`config.mk`:
```
export PLATFORM = sky130hd
export DESIGN_NAME = z_delay_line
export DESIGN_NICKNAME = d
export VERILOG_FILES = /design/src/rtl/z_delay_line_pkg.sv /design/src/rtl/z_stage.sv /design/src/rtl/z_delay_line.sv
export SDC_FILE = /design/constraint.sdc
export NUM_CORES = 1
export LEC_CHECK = 0
export ABC_CLOCK_PERIOD_IN_PS = 1750
export CORE_ASPECT_RATIO = 1.25
export CORE_MARGIN = 5
export CORE_UTILIZATION = 48
export DETAILED_ROUTE_END_ITERATION = 16
export GPL_TIMING_DRIVEN = 0
export PLACE_DENSITY = 0.82
export SLEW_MARGIN = 20
export SYNTH_ARGS = -nofsm -noshare
export SYNTH_HDL_FRONTEND = slang
export SYNTH_HIERARCHICAL = 1
export SYNTH_SLANG_ARGS = --single-unit
```
`constraint.sdc`:
```
create_clock -name clk_i -period 1.75 [get_ports clk_i]
set_input_delay 0.2625 -clock clk_i [delete_from_list [all_inputs] [get_ports clk_i]]
set_output_delay 0.2625 -clock clk_i [all_outputs]
set_load 0.02 [all_outputs]
```
`src/rtl/z_delay_line_pkg.sv`:
```
// Shared equalizer datapath constants and sizing helpers for the delay line.
package z_delay_line_pkg;

  localparam int unsigned EQ_SAMPLE_W  = 16;
  localparam int unsigned EQ_MAX_DEPTH = 64;

  // tap_sel must be at least one bit wide, even for a single-stage line
  function automatic int unsigned sel_width(input int unsigned depth);
    return (depth > 1) ? $clog2(depth) : 1;
  endfunction

endpackage

```
`src/rtl/z_stage.sv`:
```
// Single unit-delay register with synchronous reset, flush and enable.
module z_stage #(
  parameter int unsigned DATA_W = 16
) (
  input  logic              clk_i,
  input  logic              rst_i,
  input  logic              clear_i,
  input  logic              en_i,
  input  logic [DATA_W-1:0] d_i,
  output logic [DATA_W-1:0] q_o
);

  logic [DATA_W-1:0] q_q, q_d;

  always_comb begin
    q_d = q_q;
    if (clear_i) begin
      q_d = '0;
    end else if (en_i) begin
      q_d = d_i;
    end
  end

  always_ff @(posedge clk_i) begin
    if (rst_i) begin
      q_q <= '0;
    end else begin
      q_q <= q_d;
    end
  end

  assign q_o = q_q;

endmodule

```
`src/rtl/z_delay_line.sv`:
```
// Tapped z^-DEPTH delay line with tap select, fill tracking and output strobe.
module z_delay_line
  import z_delay_line_pkg::*;
#(
  parameter int unsigned DATA_W = EQ_SAMPLE_W,
  parameter int unsigned DEPTH  = 8,
  parameter int unsigned SEL_W  = sel_width(DEPTH),
  parameter int unsigned CNT_W  = $clog2(DEPTH + 1)
) (
  input  logic                    clk_i,
  input  logic                    rst_i,
  input  logic                    sample_en_i,
  input  logic                    clear_i,
  input  logic [DATA_W-1:0]       data_in_i,
  input  logic [SEL_W-1:0]        tap_sel_i,
  output logic [DATA_W*DEPTH-1:0] taps_o,
  output logic [DATA_W-1:0]       tap_out_o,
  output logic [DATA_W-1:0]       data_out_o,
  output logic                    out_valid_o,
  output logic                    primed_o,
  output logic [CNT_W-1:0]        fill_count_o
);

  logic [DATA_W-1:0] tap [DEPTH];
  logic [CNT_W-1:0]  fill_q, fill_d;
  logic              primed_q, primed_d;
  logic              valid_q, valid_d;

  for (genvar k = 0; k < DEPTH; k++) begin : g_stage
    logic [DATA_W-1:0] stage_d;
    if (k == 0) begin : g_head
      assign stage_d = data_in_i;
    end else begin : g_chain
      assign stage_d = tap[k-1];
    end

    z_stage #(
      .DATA_W (DATA_W)
    ) u_stage (
      .clk_i   (clk_i),
      .rst_i   (rst_i),
      .clear_i (clear_i),
      .en_i    (sample_en_i),
      .d_i     (stage_d),
      .q_o     (tap[k])
    );

    assign taps_o[k*DATA_W +: DATA_W] = tap[k];
  end

  always_comb begin
    fill_d   = fill_q;
    primed_d = primed_q;
    valid_d  = 1'b0;
    if (clear_i) begin
      fill_d   = '0;
      primed_d = 1'b0;
    end else if (sample_en_i) begin
      valid_d = 1'b1;
      if (fill_q != CNT_W'(DEPTH)) begin
        fill_d = fill_q + 1'b1;
      end
      primed_d = primed_q | (fill_d == CNT_W'(DEPTH));
    end
  end

  always_ff @(posedge clk_i) begin
    if (rst_i) begin
      fill_q   <= '0;
      primed_q <= 1'b0;
      valid_q  <= 1'b0;
    end else begin
      fill_q   <= fill_d;
      primed_q <= primed_d;
      valid_q  <= valid_d;
    end
  end

  // Out-of-range selects (non power-of-two DEPTH) fall through to zero
  always_comb begin
    tap_out_o = '0;
    for (int k = 0; k < DEPTH; k++) begin
      if (SEL_W'(k) == tap_sel_i) begin
        tap_out_o = tap[k];
      end
    end
  end

  assign data_out_o   = tap[DEPTH-1];
  assign out_valid_o  = valid_q;
  assign primed_o     = primed_q;
  assign fill_count_o = fill_q;

endmodule

```
# [Yosys cells after proc, flatten, opt, wreduce, memory -nomap -nowiden]
# Cells that the tools add are included.
[word_totals] out_inout_bits=166 latchBits=0 in_bits=23 ramBits=0 romBits=0 elab_cells=36 reg_bits=134 mem_count=0
[op_classes] reduce_logical=2 shifts=0 add_sub_neg=1 bitwise=1 n_lt_le_gt_ge=0 eq_ne=9 n_mul=0 n_mux=12 n_div=0
[op_table] cell="$mux W16" count=8
[op_table] cell="$eq A3 B3 Y1 const A" count=4
[op_table] cell="$mux W4" count=3
[op_table] cell="$eq A2 B3 Y1 const A" count=2
[op_table] cell="$add A4 B1 Y4 const B" count=1
[op_table] cell="$eq A4 B4 Y1 const B" count=1
[op_table] cell="$ne A4 B4 Y1 const B" count=1
[op_table] cell="$eq A1 B3 Y1 const A" count=1
[op_table] cell="$logic_not A3 Y1" count=1
[op_table] cell="$reduce_or A2 Y1" count=1
[op_table] cell="$mux W1" count=1
[op_table] cell="$or A1 B1 Y1" count=1

# [Logic depth before layout (Yosys ltp)]
[depth] ltp_word=9 mapped_depth=6 mapped_depth_nobuf=6

# [Cells and area by module]
# Netlist, hierarchy kept.
[by_module_without_submodules] module="z_stage" cells_per_inst=53 instances=8 area_each_um2=581.8 seq_area_each_um2=320.3
[by_module_without_submodules] module="z_delay_line" cells_per_inst=237 instances=1 area_each_um2=1696.6 seq_area_each_um2=120.1

# [Worst setup path after synthesis]
# OpenSTA, ideal clock, no wires.
[synth_timing] path_kind="register -> register" from="register fill_q[0], in the netlist fill_count_o[0]" to="register fill_q[2], in the netlist fill_count_o[2]" setup_ns=0.086 t_required_ns=1.664 stages_incl_launch_ff=6 setup_slack_ns=0.140 synth_period_minus_slack_ns=1.610 n_path_buf=0 t_arrival_ns=1.525 cell_sequence="dfxtp_1 inv_1 ha_1 nand2_1 or3b_2 a211oi_1"
[synth_between] elab_chain_cells=4 word_cells_on_any_way=5 cone_classes="add/sub: 1; eq/ne: 1; mux: 3"
[synth_rtl] item="from (decl)" line_no="z_delay_line.sv:25" rtl="logic [CNT_W-1:0] fill_q, fill_d;"
[synth_rtl] item="from (signal assigned)" line_no="z_delay_line.sv:73" rtl="fill_q <= fill_d;"
[synth_rtl] item="$add A4 B1 Y4 or $ne A4 B4 Y1 (tied branches)" line_no="z_delay_line.sv:61, z_delay_line.sv:60"
[synth_rtl] item="$mux W4 (*)" line_no="z_delay_line.sv:60" rtl="if (fill_q != CNT_W'(DEPTH)) begin"
[synth_rtl] item="$mux W4 (*)" line_no="z_delay_line.sv:58" rtl="end else if (sample_en_i) begin"
[synth_rtl] item="$mux W4 (*)" line_no="z_delay_line.sv:55" rtl="if (clear_i) begin"
# Mark *: on every way between the ends. The rest lies on a longest branch, timed or not. The select of a mux whose other input is x is not followed.
# A chain may end at the register's enable or synchronous reset.

# [Worst setup path in the final report]
[layout_timing] from="register g_stage[2].u_stage.q_q[3]" to="output port tap_out_o[3]"
[layout_between] elab_chain_cells=6
[layout_rtl] item="from (decl)" line_no="z_stage.sv:13" rtl="logic [DATA_W-1:0] q_q, q_d;"
[layout_rtl] item="from (signal assigned)" line_no="z_stage.sv:28" rtl="q_q <= q_d;"
[layout_rtl] item="$mux W16 (6 in series)" line_no="z_delay_line.sv:83" rtl="if (SEL_W'(k) == tap_sel_i) begin"
[layout_rtl] item="to (decl)" line_no="z_delay_line.sv:17" rtl="output logic [DATA_W-1:0] tap_out_o,"
# Every way passes these cells.

==> flow_metrics.tcl <==
set metrics [dict create \
    grt_start_max_net_pins 17 \
    cts_max_path_buffers 2 \
    synthesis.area_um2 6350 \
    peakVddDrop_v 0.000931 \
    period_needed_ns 1.92 \
    h-tree-depth 4 \
    syn_inst 661 \
    grt_pass1_wl_um 33600 \
    rows 47 \
    gr-usage-all-layers_pct 27.2 \
    overflow 0 \
    clock_skew_ns 0.00768 \
    cap_violations 0 \
    detail-route-antenna-nets 0 \
    via_per_inst 5.40 \
    slew_violations 0 \
    total_power_mw 7.44 \
    tightest_slew_ns 0.596 \
    cts_tree "built" \
    final_common_cell "mux2i_1" \
    drc 0 \
    worstPathMaxFanout 4 \
    drt_iter0_drc 369 \
    relSlewSlack_pct 60.2 \
    timing.hold.ws_ns 0.446 \
    p_comb_share_pct 11.0 \
    dpl_worst_slack_ns -1.12 \
    crit_type "flop to primary output" \
    min_path_type "input port to flop" \
    p_sw_mw 1.79 \
    status "finished with violations" \
    cellPowerDensity_nw_per_um2 757 \
    ys_ff_latch 134 \
    cp.arrival_ns 1.66 \
    placed_area_um2 8440 \
    violations "setup timing" \
    yosysWarningCount 6 \
    setup.worst_path.end_class "primary output" \
    max_freq_mhz 519 \
    wirelength_um 21800 \
    seqPwrFrac_pct 41.1 \
    first_pass_iters 5 \
    antenna_found_initial 0 \
    clock-sinks 134 \
    die_area_um2 15600 \
    n_antenna_cell 0 \
    cp.required_ns 1.49 \
    port-buffer-count 187 \
    core_area_um2 13100 \
    finalWorstSetupSlack_ns -0.175 \
    ctsHoldBuffers 0 \
    final-setup-viol-count 16 \
    wl_per_cell_um 20.0 \
    start_util_pct 48.4 \
    drive_gt1_share_pct 27.1 \
    syn-num-nets 686 \
    rsz0062_at_grt "yes" \
    seq_area_frac_synth_pct 42.2 \
    swShare_pct 24.1 \
    die_height_um 139 \
    hold_viol 0 \
    cp-start-kind "flop" \
    mostFrequentLayoutCells "mux2i_1, nor2_1, dfxtp_1" \
    place.gp.congestion 0.868 \
    io_pins 189 \
    syn_area_per_cell_um2 9.61 \
    routed-via-count 5885 \
    fin_crit_sh_pct 110 \
    power_frac_clock_pct 47.9 \
    p_leak_nw 5.22 \
    clk_pin_slew_ns 0.06 \
    yosys.cell_types.count 39 \
    power.internal_mw 5.65 \
    die_w_um 113 \
    grt_pass1_vias 6055 \
    postLayoutCellArea_um2 9820 \
    clock_latency_ns 0.42 \
    dp_hpwl_um 16000 \
    cts_buffers 17 \
    cts-root-buf "clkbuf_16" \
    syn_to_final_growth_pct 54.6 \
    nets 931 \
]
[final cells by class]
type | instances | area, um^2
inverter | 3 | 11.3
buffer | 70 | 591
timing repair buffer | 226 | 2250
multi-input combinational | 454 | 3370
clock inverter | 13 | 159
sequential | 134 | 2800
fill | 937 | 3290
tap | 171 | 214
clock buffer | 18 | 429
[routing by layer]
layer | vias to the layer above | global-route usage [%] | part of all wire (%)
met1 | 2814 | 32.5 | 40
met3 | 58 | 5.72 | 5.4
met5 | - | 0 | 0
met4 | 0 | 12.0 | 3.5
met2 | 233 | 46.8 | 51
li1 | 2780 | - | -
[Yosys cell counts]
| library cell | n | area (um^2) |
|---|---|---|
| mux2i_1 | 159 | 1590 |
| dfxtp_1 | 134 | 2680 |
| nor2_1 | 129 | 484 |
| nand2_1 | 35 | 131 |
| a21oi_1 | 31 | 155 |
| buf_4 | 29 | 218 |
| buf_6 | 18 | 203 |
| a221oi_1 | 15 | 131 |
| a22oi_1 | 15 | 113 |
| o31a_1 | 15 | 131 |
| or2_1 | 9 | 56.3 |
| buf_2 | 8 | 40.0 |
| clkbuf_2 | 8 | 40.0 |
| or2_0 | 7 | 43.8 |
| or2_2 | 7 | 43.8 |
| clkbuf_1 | 4 | 15.0 |
| nor3_1 | 4 | 20.0 |
| buf_1 | 3 | 11.3 |
| inv_1 | 3 | 11.3 |
| nor2b_1 | 3 | 18.8 |
| a211oi_1 | 2 | 15.0 |
| ha_1 | 2 | 25.0 |
| nor2b_2 | 2 | 17.5 |
| nor3b_1 | 2 | 15.0 |
| o21ai_0 | 2 | 10.0 |
| xor2_1 | 2 | 17.5 |
| a21o_1 | 1 | 7.51 |
| a41oi_1 | 1 | 8.76 |
| and2_1 | 1 | 6.26 |
| mux4_2 | 1 | 22.5 |
| nand2b_1 | 1 | 6.26 |
| nand3_1 | 1 | 5.00 |
| nand3b_1 | 1 | 7.51 |
| nand4_1 | 1 | 6.26 |
| nor4_1 | 1 | 6.26 |
| o21a_1 | 1 | 7.51 |
| o221ai_1 | 1 | 8.76 |
| or3b_2 | 1 | 8.76 |
| xnor2_1 | 1 | 8.76 |
[metrics by stage]
stage	instances	TNS, ns	util, %
final	1089	-1.48	74.9
after global routing	1089	-2.35	74.9
after CTS	1079	-1.63	72.5
after global placement	1019	-33.20	64.3
after detailed placement	1019	-33.86	64.3
after floorplan	661	0	-
[registers in the layout, summed over array words and instances, names as in the netlist]
name / count
fill_count_o: 4
g_stage.u_stage/q_o: 128
out_valid_o: 1
primed_o: 1
[power groups by stage]
| stage | Clock (mW) | Sequential, mW | Combinational, mW |
|---|---|---|---|
| finish | 3.56 | 3.06 | 0.818 |
| floorplan | 0 | 3.17 | 0.444 |
| global placement | 0 | 3.16 | 0.717 |
| CTS | 3.57 | 3.06 | 0.794 |
| detailed placement | 0 | 3.16 | 0.724 |
| global route | 3.75 | 3.06 | 0.863 |
[cells by family after synthesis]
| group | synth area share, % |
|---|---|
| buffers and inverters | 8.47 |
| AND/OR/NAND/NOR | 13.8 |
| XOR/XNOR | 0.414 |
| AO/OA/AOI/OAI | 9.26 |
| flip-flops | 42.2 |
| adder cells (fa/ha/maj) | 0.394 |
| multiplexers | 25.4 |
[path summary, 6_finish.rpt]
path	to	slack, ns	start	cells after the start
setup / recovery	tap_out_o[3]	-0.17	g_stage[2].u_stage/q_o[3]$_SDFFE_PP0P_	5
hold / removal	g_stage[0].u_stage/q_o[5]$_SDFFE_PP0P_	0.45	data_in_i[5]	3
setup reg to reg	fill_count_o[2]$_SDFFE_PP0P_	0.13	fill_count_o[0]$_SDFFE_PP0P_	5
hold reg to reg	g_stage[0].u_stage/q_o[3]$_SDFFE_PP0P_	0.52	g_stage[0].u_stage/q_o[3]$_SDFFE_PP0P_	2
[worst max-delay path, stage by stage (launching register included)]
cell,delay [ns]
dfxtp_4,0.38
mux2i_1,0.08
or2_4,0.24
a21oi_4,0.15
o31a_1,0.24
buf_6,0.14
[timing repair]
action / in CTS / in global routing
setup buffers: 28 / 10
gates resized for setup: 271 / 87
pin swaps: 27 / 20
endpoints found under the setup margin: 75 / 65
gates cloned: 1 / 0
Power figures use the tool's default switching activity.
